==> config.mk <==
export PLATFORM = sky130hd
export DESIGN_NAME = coproc_sequencer
export DESIGN_NICKNAME = d
export VERILOG_FILES = /design/src/rtl/coproc_sequencer.sv
export SDC_FILE = /design/constraint.sdc
export NUM_CORES = 1
export LEC_CHECK = 0
export ABC_AREA = 1
export CAP_MARGIN = 20
export CELL_PAD_IN_SITES_DETAIL_PLACEMENT = 1
export CELL_PAD_IN_SITES_GLOBAL_PLACEMENT = 1
export CORE_UTILIZATION = 45
export DETAILED_ROUTE_END_ITERATION = 10
export GPL_TIMING_DRIVEN = 1
export PLACE_DENSITY_LB_ADDON = 0.1
export SYNTH_ARGS = -nofsm -noshare
export SYNTH_HDL_FRONTEND = slang
export SYNTH_SLANG_ARGS = --single-unit
==> constraint.sdc <==
create_clock -name clk -period 5.85 [get_ports clk]
set_clock_uncertainty 0.05 [all_clocks]
set_input_delay 0.585 -clock clk [delete_from_list [all_inputs] [get_ports clk]]
set_output_delay 0.585 -clock clk [all_outputs]
set_load 0.1 [all_outputs]
==> src/rtl/coproc_sequencer.sv <==
`default_nettype none
// ============================================================================
// Module   : coproc_sequencer
// Purpose  : Sequences one 5x5 matrix operation. Issues A/B bank read
//            addresses, computes each 9-bit result on a shared arithmetic
//            path, buffers all 25 results, then streams them as one
//            contiguous 25-cycle burst.
// Ports    : clk, reset (async, active-high)
//            start/opcode      - operation request, sampled in IDLE
//            a_addr/b_addr     - operand bank read addresses (row-major)
//            a_data/b_data     - operand read data, one cycle after address
//            busy              - operation in progress
//            res_valid/res_data- result burst
//            done              - one-cycle completion pulse
//            err               - illegal opcode flag (sticky until next start)
// Revision : 1.0 - initial release
// ============================================================================
module coproc_sequencer #(
    parameter int N  = 5,
    parameter int DW = 8,
    parameter int RW = 9
) (
    input  logic          clk,
    input  logic          reset,
    input  logic          start,
    input  logic [2:0]    opcode,
    output logic [4:0]    a_addr,
    output logic [4:0]    b_addr,
    input  logic [DW-1:0] a_data,
    input  logic [DW-1:0] b_data,
    output logic          busy,
    output logic          res_valid,
    output logic [RW-1:0] res_data,
    output logic          done,
    output logic          err
);

    localparam logic [2:0] LAST_IDX = 3'(N - 1);
    localparam logic [4:0] LAST_E   = 5'(N * N - 1);

    localparam logic [2:0] OP_ADD   = 3'b000;
    localparam logic [2:0] OP_SUB   = 3'b001;
    localparam logic [2:0] OP_MUL   = 3'b010;
    localparam logic [2:0] OP_SCAL  = 3'b011;
    localparam logic [2:0] OP_TRANS = 3'b100;
    localparam logic [2:0] OP_NEG   = 3'b101;

    typedef enum logic [2:0] {
        S_IDLE    = 3'd0,
        S_COMPUTE = 3'd1,
        S_DRAIN   = 3'd2,
        S_STREAM  = 3'd3,
        S_DONE    = 3'd4
    } state_t;

    state_t state, state_next;

    logic [2:0]          op;
    logic [2:0]          row, col, m;
    logic [2:0]          row_n, col_n, m_n;
    logic                step_elem;
    logic                last_issue;
    logic                issue_v;     // read data for (e_d, m_d) is on a_data/b_data
    logic [4:0]          e_d;
    logic [2:0]          m_d;
    logic [4:0]          sidx;
    logic signed [18:0]  acc;
    logic signed [18:0]  acc_sum;
    logic signed [7:0]   a_s, b_s;
    logic signed [15:0]  prod;
    logic signed [18:0]  prod19;
    logic [8:0]          a9, b9;
    logic [RW-1:0]       result;
    logic                wr_en;
    logic [RW-1:0]       cbuf [0:N*N-1];

    function automatic logic [4:0] lin(input logic [2:0] r, input logic [2:0] c);
        return 5'(r) * 5'd5 + 5'(c);
    endfunction

    function automatic logic [4:0] addr_a(input logic [2:0] o, input logic [2:0] r,
                                          input logic [2:0] c, input logic [2:0] mm);
        case (o)
            OP_MUL:   return lin(r, mm);
            OP_TRANS: return lin(c, r);
            default:  return lin(r, c);
        endcase
    endfunction

    function automatic logic [4:0] addr_b(input logic [2:0] o, input logic [2:0] r,
                                          input logic [2:0] c, input logic [2:0] mm);
        case (o)
            OP_MUL:  return lin(mm, c);
            OP_SCAL: return 5'd0;
            default: return lin(r, c);
        endcase
    endfunction

    function automatic logic [8:0] sat9(input logic signed [18:0] x);
        if (x > 19'sd255)
            return 9'h0ff;
        else if (x < -19'sd256)
            return 9'h100;
        else
            return x[8:0];
    endfunction

    // Issue counters: product walks m fastest, elementwise ops advance col every cycle.
    always_comb begin
        m_n   = m;
        col_n = col;
        row_n = row;
        step_elem = (op != OP_MUL) || (m == LAST_IDX);
        if (op == OP_MUL)
            m_n = (m == LAST_IDX) ? 3'd0 : m + 3'd1;
        if (step_elem) begin
            if (col == LAST_IDX) begin
                col_n = 3'd0;
                row_n = row + 3'd1;
            end else begin
                col_n = col + 3'd1;
            end
        end
        last_issue = (row == LAST_IDX) && (col == LAST_IDX) && step_elem;
    end

    // Shared arithmetic path on the returned operands.
    assign a_s     = a_data;
    assign b_s     = b_data;
    assign prod    = a_s * b_s;
    assign prod19  = {{3{prod[15]}}, prod};
    assign a9      = {a_data[7], a_data};
    assign b9      = {b_data[7], b_data};
    assign acc_sum = ((m_d == 3'd0) ? 19'sd0 : acc) + prod19;

    always_comb begin
        result = a9;
        case (op)
            OP_ADD:   result = a9 + b9;
            OP_SUB:   result = a9 - b9;
            OP_MUL:   result = sat9(acc_sum);
            OP_SCAL:  result = sat9(prod19);
            OP_TRANS: result = a9;
            OP_NEG:   result = 9'd0 - a9;
            default:  result = a9;
        endcase
    end

    assign wr_en = issue_v && ((op != OP_MUL) || (m_d == LAST_IDX));

    // FSM state register
    always_ff @(posedge clk or posedge reset) begin
        if (reset)
            state <= S_IDLE;
        else
            state <= state_next;
    end

    // FSM next state and decoded outputs
    always_comb begin
        state_next = state;
        busy       = 1'b0;
        res_valid  = 1'b0;
        res_data   = '0;
        done       = 1'b0;
        case (state)
            S_IDLE: begin
                if (start)
                    state_next = (opcode[2] & opcode[1]) ? S_DONE : S_COMPUTE;
            end
            S_COMPUTE: begin
                busy = 1'b1;
                if (last_issue)
                    state_next = S_DRAIN;
            end
            S_DRAIN: begin
                busy       = 1'b1;
                state_next = S_STREAM;
            end
            S_STREAM: begin
                busy      = 1'b1;
                res_valid = 1'b1;
                res_data  = cbuf[sidx];
                if (sidx == LAST_E)
                    state_next = S_DONE;
            end
            S_DONE: begin
                done       = 1'b1;
                state_next = S_IDLE;
            end
            default: state_next = S_IDLE;
        endcase
    end

    // Sequencing datapath
    always_ff @(posedge clk or posedge reset) begin
        if (reset) begin
            op      <= 3'd0;
            err     <= 1'b0;
            row     <= 3'd0;
            col     <= 3'd0;
            m       <= 3'd0;
            a_addr  <= 5'd0;
            b_addr  <= 5'd0;
            issue_v <= 1'b0;
            e_d     <= 5'd0;
            m_d     <= 3'd0;
            acc     <= 19'sd0;
            sidx    <= 5'd0;
        end else begin
            issue_v <= (state == S_COMPUTE);
            e_d     <= lin(row, col);
            m_d     <= m;
            if (issue_v)
                acc <= acc_sum;
            case (state)
                S_IDLE: begin
                    if (start) begin
                        op  <= opcode;
                        err <= opcode[2] & opcode[1];
                        if (!(opcode[2] & opcode[1])) begin
                            // First issue is index 0 for every legal opcode.
                            row    <= 3'd0;
                            col    <= 3'd0;
                            m      <= 3'd0;
                            a_addr <= 5'd0;
                            b_addr <= 5'd0;
                        end
                    end
                end
                S_COMPUTE: begin
                    if (!last_issue) begin
                        row    <= row_n;
                        col    <= col_n;
                        m      <= m_n;
                        a_addr <= addr_a(op, row_n, col_n, m_n);
                        b_addr <= addr_b(op, row_n, col_n, m_n);
                    end
                end
                S_DRAIN:  sidx <= 5'd0;
                S_STREAM: sidx <= sidx + 5'd1;
                default: ;
            endcase
        end
    end

    // Result buffer; deliberately not reset.
    always_ff @(posedge clk) begin
        if (wr_en)
            cbuf[e_d] <= result;
    end

endmodule
`default_nettype wire

-- Word-level counts from Yosys, hierarchy flattened
Memory sizes are Yosys's and may differ from the RTL's.
Index checks and enable logic that the tools add are counted.
- add/subtract/negate cells: 13
- multiply operators: 5
- div/mod/pow operators: 0
- magnitude comparators: 4
- eq/ne operators: 20
- shift operators: 0
- mux-type cells: 40
- bitwise operators: 1
- reductions and logical operators: 14
- operator list (operator ; number):
    one-hot mux 5 bit (2 select lines) ; 5
    2-to-1 mux 3 bit ; 15
    2-to-1 mux 9 bit ; 5
    one-hot mux 9 bit (5 select lines) ; 1
    adder 5 x 3 -> 5 bit ; 5
    equality test 3 bit, second input constant ; 7
    multiplier 3 x 3 -> 5 bit, second input constant ; 4
    2-to-1 mux 5 bit ; 4
    adder 19 x 16 -> 19 bit ; 1
    > comparator 19 x 9 -> 1 bit, second input constant ; 1
    less-than comparator 19 x 9 -> 1 bit, second input constant ; 1
    2-to-1 mux 19 bit ; 1
    one-hot mux 3 bit (2 select lines) ; 3
    > comparator 16 x 9 -> 1 bit, second input constant ; 1
    less-than comparator 16 x 9 -> 1 bit, second input constant ; 1
    multiplier 8 x 8 -> 16 bit ; 1
    equality test 3 x 2 -> 1 bit, second input constant ; 4
    one-hot mux 3 bit (4 select lines) ; 1
    != test 2 bit, second input constant ; 5
    adder 3 x 1 -> 3 bit, second input constant ; 3
    adder 8 x 8 -> 9 bit ; 1
    zero test 3 bit ; 3
    subtractor 1 x 8 -> 9 bit, first input constant ; 1
    subtractor 8 x 8 -> 9 bit ; 1
    13 further kinds ; 22
- register bits: 59
- bits in latches: 0
- bits in writable memories: 225
- ROM bits: 0
- input port bits: 22
- output and inout port bits: 23
- logic and storage cells: 111
- memories: 1
- memory list (memory ; words ; width ; read ports ; clocked after memory_dff ; wr ports ; line ; RTL):
    cbuf ; 25 ; 9 ; 1 ; 0 ; 1 ; 75 ; logic [RW-1:0] cbuf [0:N*N-1];

-- Depth between registers and ports, before layout
Gate-level depths: netlist (run 1).
- word-level depth: 8
- mapped depth: 39
- depth with buffers taken out: 38

-- Worst setup path before layout (run 1)
Ideal clock, no wire load.
- path type: input to register
- start: input port b_data[6]
- end: memory cbuf[0][4], data pin
- library setup time: 0.318 ns
- arrival time: 6.519 ns
- required time: 5.482 ns
- slack: -1.037 ns
- stages: 31
- buffers on the path: 1
- cells stage by stage: clkbuf_1 > nand2_1 > fa_1 > fa_1 > inv_1 > fa_1 > inv_1 > fa_1 > inv_1 > ha_1 > nand2_1 > nand2_1 > nand2_1 > nand2_1 > a21oi_1 > xor2_1 > inv_1 > ha_1 > nand2_1 > nor2_1 > nand3_2 > nand2_1 > xor2_1 > nand3_1 > nor2_2 > nand3_2 > nor2_2 > nand2_2 > a21oi_4 > a21oi_1 > nor2_1
- longest elaborated chain between the ends: 6
- elaborated cells on any way between the ends: 11
- those cells by class: add/sub (1); mul (1); order compare (4); mux (5)
- RTL lines (what ; line ; RTL):
    start, declared ; 30 ; input logic [DW-1:0] b_data,
    multiplier 8 x 8 -> 16 bit * ; 130 ; assign prod = a_s * b_s;
    adder 19 x 16 -> 19 bit ; 134 ; assign acc_sum = ((m_d == 3'd0) ? 19'sd0 : acc) + prod19;
    less-than comparator 19 x 9 -> 1 bit ; 102 ; else if (x < -19'sd256)
    2-to-1 mux 9 bit ; 102 ;
    2-to-1 mux 9 bit ; 100 ; if (x > 19'sd255)
    one-hot mux 9 bit (5 select lines) * ; 138 ; case (op)
    named net result[4] ; 73 ; logic [RW-1:0] result;
    end, declared ; 75 ;
The timed path passes the listed nets; every way through them passes the cells marked *.

-- Final worst setup path (run 1)
- start: input port b_data[2]
- end: memory cbuf[1][4], data pin
- longest elaborated chain between the ends: 6
- elaborated cells on any way between the ends: 13
- those cells by class: add/sub (3); mul (1); order compare (4); mux (5)
- RTL lines (what ; line):
    multiplier 8 x 8 -> 16 bit ; 130
    adder 19 x 16 -> 19 bit ; 134
    less-than comparator 19 x 9 -> 1 bit ; 102
    2-to-1 mux 9 bit ; 102
    2-to-1 mux 9 bit ; 100
    one-hot mux 9 bit (5 select lines) * ; 138
    named net result[4] ; 73
Marked as above.

==> metrics.txt, run 1 <==
reg2reg end=cbuf[11][6]$_DFFE_PP_; final hold violations=0; synth cell count leaders=nand2_1 (301), inv_1 (280), nor2_1 (258), edfxtp_1 (225), o21ai_0 (161); Synth Cell Area=0.01749 mm2; port bufs=44; CP Capture Point=cbuf[1][4]$_DFFE_PP_; Final #Nets=2275; Cells after Synth=1892; top-area cell type share of the netlist area=38.63%; Worst-Skew Late Latency=0.60 ns; I/O Pins=45; Final min period=6.105 ns; Die Span Y=199.1 um; Die X-Extent=199.1 um; first-pass GRT wire length=85890 um; r2r startpoint=op[1]$_DFFE_PP0P_; non-filler cells, final=2632; ANT nets after route=0; Worst Path Arrival=6.38 ns; Final WS setup=-0.2549 ns; pins over their slew limit=0; CP Class=input port to register; Synth area leader=edfxtp_1; fin util=57.54%; gr usage total=28.57%; Num CTS Buffers=31; Worst path max stage delay=0.55 ns; row cnt=71; worst hold path type=register to register; number of clock sinks=284; Startpoint Class=input port; Starting Density=46.11%; CTS tree=yes; DR vias/cell=5.439; post-synthesis sequential area ratio=47.07%; RSZ-0062 raised after global routing=true; Core ar.=0.03793 mm2; Synth Area in Compound Gates=11.07%; Slew @ Worst Pin=1.145 ns; Synth cell types=53; HPWL after DPL=38180 um; most numerous cell in the Yosys netlist=nand2_1; XOR/XNOR Fraction of Synth Area=2.246%; period utilization=104.4%; Post-synth top flop=edfxtp_1; simple logic cell fraction of the synthesized area=17.92%; post-route setup TNS=-33.10 ns; largest family of logic cells by synthesized area=simple AND/OR/NAND/NOR gates; worst reg2reg path depth=21; antenna violations before repair=1; gr ovfl total=0; Die ar.=0.03966 mm2; total wire length=55200 um; residual DRC count=0; vias in the first global route=15450; number of synthesized flops with an enable pin=225; crit end category=register; Crit-path slowest cell=fa_1; Synth area leaders=edfxtp_1 (39%), dfrtp_1 (8.4%), fa_1 (7.1%); r2r setup slk=1.36 ns; Warnings, synthesis=0; detailed-route via count=14320; CTS clk-pin slew, worst paths=0.05 ns; Slew headroom=23.35%; Clock Path Buffers=3; Synth async-reset ratio=20.77%; Worst path most repeated cell=inv_2; critical path launch point=b_data[2]; status=complete, but fails checks; average cell area after synthesis=9.244 um2; multiplexer share of the synthesized area=0.05723%; Worst EP required=6.12 ns; H-tree depth=1; Max Freq=163.8 MHz; max-cap viol count=0; DR WL/cell=20.97 um; final setup vio count=225; largest net degree at the start of global routing=60; P&R area growth vs syn=24.80%; worst-path fanout max=7; net count after synthesis=2070; Placed Cells=2527; share of cells above drive strength 1=22.13%; synthesis-stage register bit count=284; Root Driver=clkbuf_16; DR iter-0 viols=811; Pre-Repair DR Iteration Count=5; RD Place Congestion=0.9178; adder-cell share of the synthesized area=13.82%; violated checks=negative setup slack
[layer usage]
layer,global-route usage [%],routed length [um],vias up
met3,4.068,2418,134
met2,51.68,28320,319
met1,33.36,21930,7161
met4,12.96,2536,0
li1,-,-,6701
met5,0,0,-
[registers in the layout, summed over array words and instances, names as in the netlist]
signal	flops
a_addr	5
op	3
acc	19
m	3
b_addr	5
issue_v	1
cbuf	225
state	3
sidx	5
err	1
m_d	3
row	3
col	3
e_d	5
[critical path, delay by kind of cell]
kind / cells / cell delay (ns)
buf+inv: 12 / 1.05
xor+xnor: 1 / 0.19
fa+ha+maj: 6 / 2.55
compound gates: 2 / 0.44
simple gates: 18 / 1.54
[worst min-delay path by stage]
stage	slack, ns	startpoint	depth (start not counted)	end
after floorplan	0.34	m[1]$_DFFE_PP0P_	0	m_d[1]$_DFF_PP0_
after global placement	0.36	m[2]$_DFFE_PP0P_	0	m_d[2]$_DFF_PP0_
after detailed placement	0.37	m[1]$_DFFE_PP0P_	0	m_d[1]$_DFF_PP0_
after CTS	0.38	m[2]$_DFFE_PP0P_	0	m_d[2]$_DFF_PP0_
after global routing	0.39	m[2]$_DFFE_PP0P_	0	m_d[2]$_DFF_PP0_
final	0.38	m[2]$_DFFE_PP0P_	0	m_d[2]$_DFF_PP0_
[cell families (layout without fill, tap and decap cells)]
logic type / count (synthesis) / after routing
compound gates: 332 / 332
xor+xnor: 44 / 44
fa+ha+maj: 156 / 156
buf+inv: 357 / 579
flops: 284 / 284
mux: 1 / 1
other cells: 0 / 2
simple gates: 718 / 723
[repair_timing]
item	in CTS	in global routing
setup buffers	29	10
hold buffers	0	0
pin swaps	53	32
cloned	9	1
endpoints found under the setup margin	226	225
gates resized for setup	180	51
[placed cells by master (no fill, tap or decap), types with 18 or more instances in the layout]
cell type and instances:
inv_2 26, inv_1 258, nand2_4 23, o22ai_1 42
nand2_2 45, xor2_1 19, a21oi_1 46, buf_4 165
fa_1 59, nand3_1 58, nor2_1 241, nor3_1 18
nand3_2 18, ha_1 78, buf_6 23, nand2_1 256
clkdlybuf4s50_1 19, edfxtp_1 225, dfrtp_1 58, clkbuf_16 33
o21ai_0 157, nor2_4 19
[final cells by class]
cell class / instances / area [um2]
Antenna cell: 2 / 5.005
Fill cell: 4268 / 16110
Tap cell: 511 / 639.4
Clock inverter: 12 / 176.4
Sequential cell: 284 / 8234
Inverter: 291 / 1102
Clock buffer: 43 / 850.8
Timing Repair Buffer: 233 / 2097
Multi-Input combinational cell: 1256 / 8721
[through the flow]
stage,instance area (um2),hold slack [ns],setup slack [ns]
floorplan,17880,0.3428,-0.3725
global placement,19690,0.3639,-1.442
global route,21820,0.3938,-0.5334
finish,21830,0.3760,-0.2549
CTS,21550,0.3791,-0.1315
detailed placement,19710,0.3656,-1.572
Power of run 1 is not shown: default switching activity piles up to over one toggle a cycle in this logic, so the estimate is an artifact.
==> run 2, diff against run 1 <==
Settings changed: PLACE_DENSITY from default to 0.71, PLACE_DENSITY_LB_ADDON 0.1 to default.
Clock period 5.85 ns to 7.2 ns, I/O delays scaled along.
==> run 2 against run 1 <==
Net effect:
- flip-flop and latch count is the same
- sequential share of layout area grew 2.7 points
- the flow now finishes without violations
- critical path depth shrank 6
- register-to-register slack gained 1.5 ns
- first-iteration DRC count grew 5.2%
- routed wire length shrank 7.5%
- utilization shrank 3.9 points
- non-clock buffer count shrank 76
- global-route usage shrank 1.9 points
- die area is the same
- design area shrank 6.8%
==> metrics.txt, run 2 (synthesis results as in run 1) <==
Slew @ Worst Pin=1.057 ns (-0.08856 ns); Top reg by flops=cbuf; Worst path most repeated cell=nand2_1; Num CTS Buffers=31 (unchanged); Root Driver=clkbuf_16; Clock Path Buffers=3 (unchanged); worst hold path type=register to register; port bufs=44 (unchanged); most frequent cells in the layout=nand2_1 (298), inv_1 (277), nor2_1 (257), edfxtp_1 (225), o21ai_0 (161); DR WL/cell=20.01 um (-4.6%); gr ovfl total=0 (unchanged); Startpoint Class=input port; DR iter-0 viols=853 (+5.2%); max-cap viol count=0 (unchanged); gr usage total=26.63% (-1.9 points); crit end category=register; CTS clk-pin slew, worst paths=0.06 ns (about the same); period utilization=94.13%; CP Class=input port to register; cts hold-fix bufs=0 (unchanged); WHS=0.3877 ns (+0.01166 ns); Core ar.=0.03793 mm2 (unchanged); commonest non-fill, non-tap cell in the layout=nand2_1; Final #Nets=2194 (-3.6%); Max Freq=147.5 MHz; number of clock sinks=284 (unchanged); RD Place Congestion=0.8517 (-7.2%); P&R area growth vs syn=16.35%; first-pass GRT wire length=80920 um (-5.8%); H-tree depth=1 (unchanged); Crit-path slowest cell=clkdlybuf4s50_1; Die ar.=0.03966 mm2 (unchanged); total wire length=51070 um (-7.5%); Slew headroom=29.28% (+5.9 points); CTS tree=yes; Worst path max stage delay=0.58 ns (+0.03 ns); largest net degree at the start of global routing=112 (+87%); row cnt=71 (unchanged); share of cells above drive strength 1=12.10% (-10 points); biggest regs=cbuf: 225 flops, acc: 19 flops; Worst-Skew Late Latency=0.58 ns (-0.02 ns); vias in the first global route=14550 (-5.8%); antenna violations before repair=0 (-1); Antenna Cells=0 (-2); I/O Pins=45 (unchanged); Pre-Repair DR Iteration Count=6 (+1); ANT nets after route=0 (unchanged); HPWL after DPL=37000 um (-3.1%); Worst Path Arrival=7.03 ns (+0.65 ns); final setup vio count=0 (-100%); Die Span Y=199.1 um (unchanged); flip-flop count of the largest register after layout=225 (unchanged); DR vias/cell=5.398 (-0.76%); Final min period=6.778 ns; Die X-Extent=199.1 um (unchanged); Starting Density=46.11% (unchanged); detailed-route via count=13780 (-3.8%); final hold violations=0 (unchanged); worst-path fanout max=12 (+5); pins over their slew limit=0 (unchanged); residual DRC count=0 (unchanged); Worst EP required=7.45 ns (+1.33 ns); status=finished clean
==> run 2: path summary, 6_finish.rpt <==
kind | depth (start not counted) | from | endpoint | slack [ns]
max in group asynchronous | 3 | reset | acc[1]$_DFFE_PP0P_ | 5.92
min in group asynchronous | 3 | reset | sidx[0]$_DFFE_PP0P_ | 0.64
min reg2reg | 0 | m[2]$_DFFE_PP0P_ | m_d[2]$_DFF_PP0_ | 0.39
max | 33 | a_data[2] | cbuf[23][1]$_DFFE_PP_ | 0.42
max reg2reg | 20 | op[1]$_DFFE_PP0P_ | cbuf[8][7]$_DFFE_PP_ | 2.86
min | 0 | m[2]$_DFFE_PP0P_ | m_d[2]$_DFF_PP0_ | 0.39
==> run 2: cell type report <==
class / instances / area [um2]
fill: 4360 / 17580
sequential: 284 / 8234
multi-input combinational: 1251 / 7963
timing repair buffer: 157 / 1469
inverter: 291 / 1097
clock buffer: 35 / 790.8
tap: 511 / 639.4
clock inverter: 23 / 156.4
==> run 2: critical path: cells and delay by family <==
kind                     cells  cell delay, ns
AO/OA/AOI/OAI                1            0.24
XOR/XNOR                     1            0.18
buffers and inverters        7            1.19
AND/OR/NAND/NOR             18            1.95
adder cells (fa/ha/maj)      6            2.75
==> run 2: what timing repair did <==
action | in CTS | in global routing
resized for setup | 0 | 22
buffers inserted | 0 | 1
setup endpoints to repair | 0 | 225
==> run 2: through the flow <==
stage	instances	util [%]	setup slack, ns	area [um2]	TNS [ns]
floorplan	1892	-	0.1776	17490	0
global placement	2486	50.71	-0.1159	19240	-16.59
detailed placement	2488	50.76	-0.2818	19250	-46.42
CTS	2546	53.26	0.2606	20200	0
global route	2552	53.65	-0.06076	20350	-1.166
finish	2552	53.65	0.4224	20350	0
==> run 2: layer usage <==
layer	share of wire [%]	GRT usage [%]	vias to the layer above	wire length, um
li1	-	-	6542	-
met1	44	34.55	6932	22260
met2	50	47.54	236	25740
met3	3.6	2.312	65	1828
met4	2.4	7.151	0	1241
met5	0	0	-	0
Power of run 2 is left out for the same reason.
==> run 3, diff against run 2 <==
Settings changed: CELL_PAD_IN_SITES_DETAIL_PLACEMENT 1 to default, CELL_PAD_IN_SITES_GLOBAL_PLACEMENT 1 to default, PLACE_DENSITY 0.71 to 0.57.
==> run 3 against run 2 <==
Net effect:
- register-to-register slack better by 0.10 ns
- first-iteration DRC count rose by 3.9%
- critical path type unchanged
- worst hold slack worse by 0.013 ns
- count of clock-buffer cells in the layout grew 7
- design area up 2.6%
==> metrics.txt, run 3 (synthesis results as in run 1) <==
status=finished clean; Worst path max stage delay=0.55 ns (-0.03 ns); Antenna Cells=0 (unchanged); CTS clk-pin slew, worst paths=0.06 ns (about the same); Core ar.=0.03793 mm2 (unchanged); final setup vio count=0 (unchanged); Top reg by flops=cbuf; worst hold path type=register to register; Crit-path slowest cell=fa_1; WHS=0.3747 ns (-0.01305 ns); pins over their slew limit=0 (unchanged); share of cells above drive strength 1=14.64% (+2.5 points); row cnt=71 (unchanged); Die X-Extent=199.1 um (unchanged); antenna violations before repair=0 (unchanged); Max Freq=146.5 MHz (-0.71%); biggest regs=cbuf: 225 flops, acc: 19 flops; commonest non-fill, non-tap cell in the layout=nand2_1; largest net degree at the start of global routing=61 (-46%); detailed-route via count=13550 (-1.7%); final hold violations=0 (unchanged); Die Span Y=199.1 um (unchanged); Reg area=0.008234 mm2 (unchanged); first-pass GRT wire length=72810 um (-10%); Slew headroom=26.56% (-2.7 points); max-cap viol count=0 (unchanged); H-tree depth=2 (+1); area of the multi-input gates=0.008056 mm2 (+1.2%); Final min period=6.826 ns (+0.04826 ns); gr ovfl total=0 (unchanged); CTS tree=yes; number of clock sinks=284 (unchanged); worst-path fanout max=13 (+1); Layout fillers=3381 (-22%); Clock Path Buffers=3 (unchanged); RD Place Congestion=0.8514 (about the same); Slew @ Worst Pin=1.098 ns (+0.04061 ns); Worst Path Arrival=7.15 ns (+0.12 ns); I/O Pins=45 (unchanged); residual DRC count=0 (unchanged); Root Driver=clkbuf_16; gr usage total=23.98% (-2.7 points); DR WL/cell=17.81 um (-11%); most frequent cells in the layout=nand2_1 (298), inv_1 (276), nor2_1 (248), edfxtp_1 (225), o21ai_0 (159); ANT nets after route=0 (unchanged); HPWL after DPL=32470 um (-12%); Worst EP required=7.53 ns (+0.08 ns); Die ar.=0.03966 mm2 (unchanged); CP Class=input port to register; Starting Density=46.11% (unchanged); Worst-Skew Late Latency=0.53 ns (-0.05 ns); Startpoint Class=input port; vias in the first global route=13340 (-8.3%); port bufs=44 (unchanged); Final #Nets=2236 (+1.9%); total wire length=46220 um (-9.5%); period utilization=94.80% (+0.67 points); DR vias/cell=5.220 (-3.3%); P&R area growth vs syn=19.41%; Pre-Repair DR Iteration Count=5 (-1); post-route setup TNS=0 ns (unchanged); Num CTS Buffers=34 (+9.7%); crit end category=register; flip-flop count of the largest register after layout=225 (unchanged); Worst path most repeated cell=nand2_1; DR iter-0 viols=886 (+3.9%)
[run 3: per-layer routing]
layer,GRT usage (%),vias up,part of all wire [%]
met2,40.24,324,48
met5,0,-,0
met3,3.190,81,4.9
met1,31.76,6502,44
li1,-,6638,-
met4,8.519,0,3.0
[run 3: critical path: cells and delay by family]
| kind | cells | cell delay [ns] |
|---|---|---|
| xor gates and xnor gates | 2 | 0.32 |
| adders and majority gates | 6 | 2.70 |
| buffers and inverters | 10 | 1.35 |
| and+or+nand+nor | 17 | 1.62 |
| AOI/OAI and AO/OA | 2 | 0.43 |
[run 3: final cells by class]
type	instances	area share, %
Sequential cell	284	39.43
Multi-Input combinational cell	1251	38.58
Timing Repair Buffer	196	8.555
Inverter	291	5.254
Clock buffer	42	4.416
Tap cell	511	3.062
Clock inverter	20	0.7070
[run 3: timing repair]
action,in CTS,in global routing
buffers inserted,0,4
hold buffers,0,0
pin swaps,0,12
hold endpoints to repair,0,0
gates cloned,0,1
gates resized for setup,1,51
setup endpoints to repair,25,225
[run 3: worst paths after layout]
kind                                   start               endpoint  slack (ns)  cells after the start
setup / recovery                   a_data[0]  cbuf[10][0]$_DFFE_PP_        0.37                     37
hold / removal              m[2]$_DFFE_PP0P_       m_d[2]$_DFF_PP0_        0.37                      0
setup reg to reg           op[1]$_DFFE_PP0P_   cbuf[6][8]$_DFFE_PP_        2.96                     21
hold reg to reg             m[2]$_DFFE_PP0P_       m_d[2]$_DFF_PP0_        0.37                      0
max in group asynchronous              reset    sidx[0]$_DFFE_PP0P_        5.84                      3
min in group asynchronous              reset        err$_DFFE_PP0P_        0.70                      3
[run 3: stage by stage]
step | util (%) | area, um2 | setup slack (ns) | cells
after floorplan | - | 17490 | 0.1776 | 1892
after global routing | 55.05 | 20880 | -0.02804 | 2595
after global placement | 51.27 | 19450 | -0.6208 | 2516
after CTS | 54.24 | 20570 | 0.02475 | 2584
final | 55.05 | 20880 | 0.3742 | 2595
after detailed placement | 51.41 | 19500 | -0.7768 | 2522
Power of run 3 is left out for the same reason.
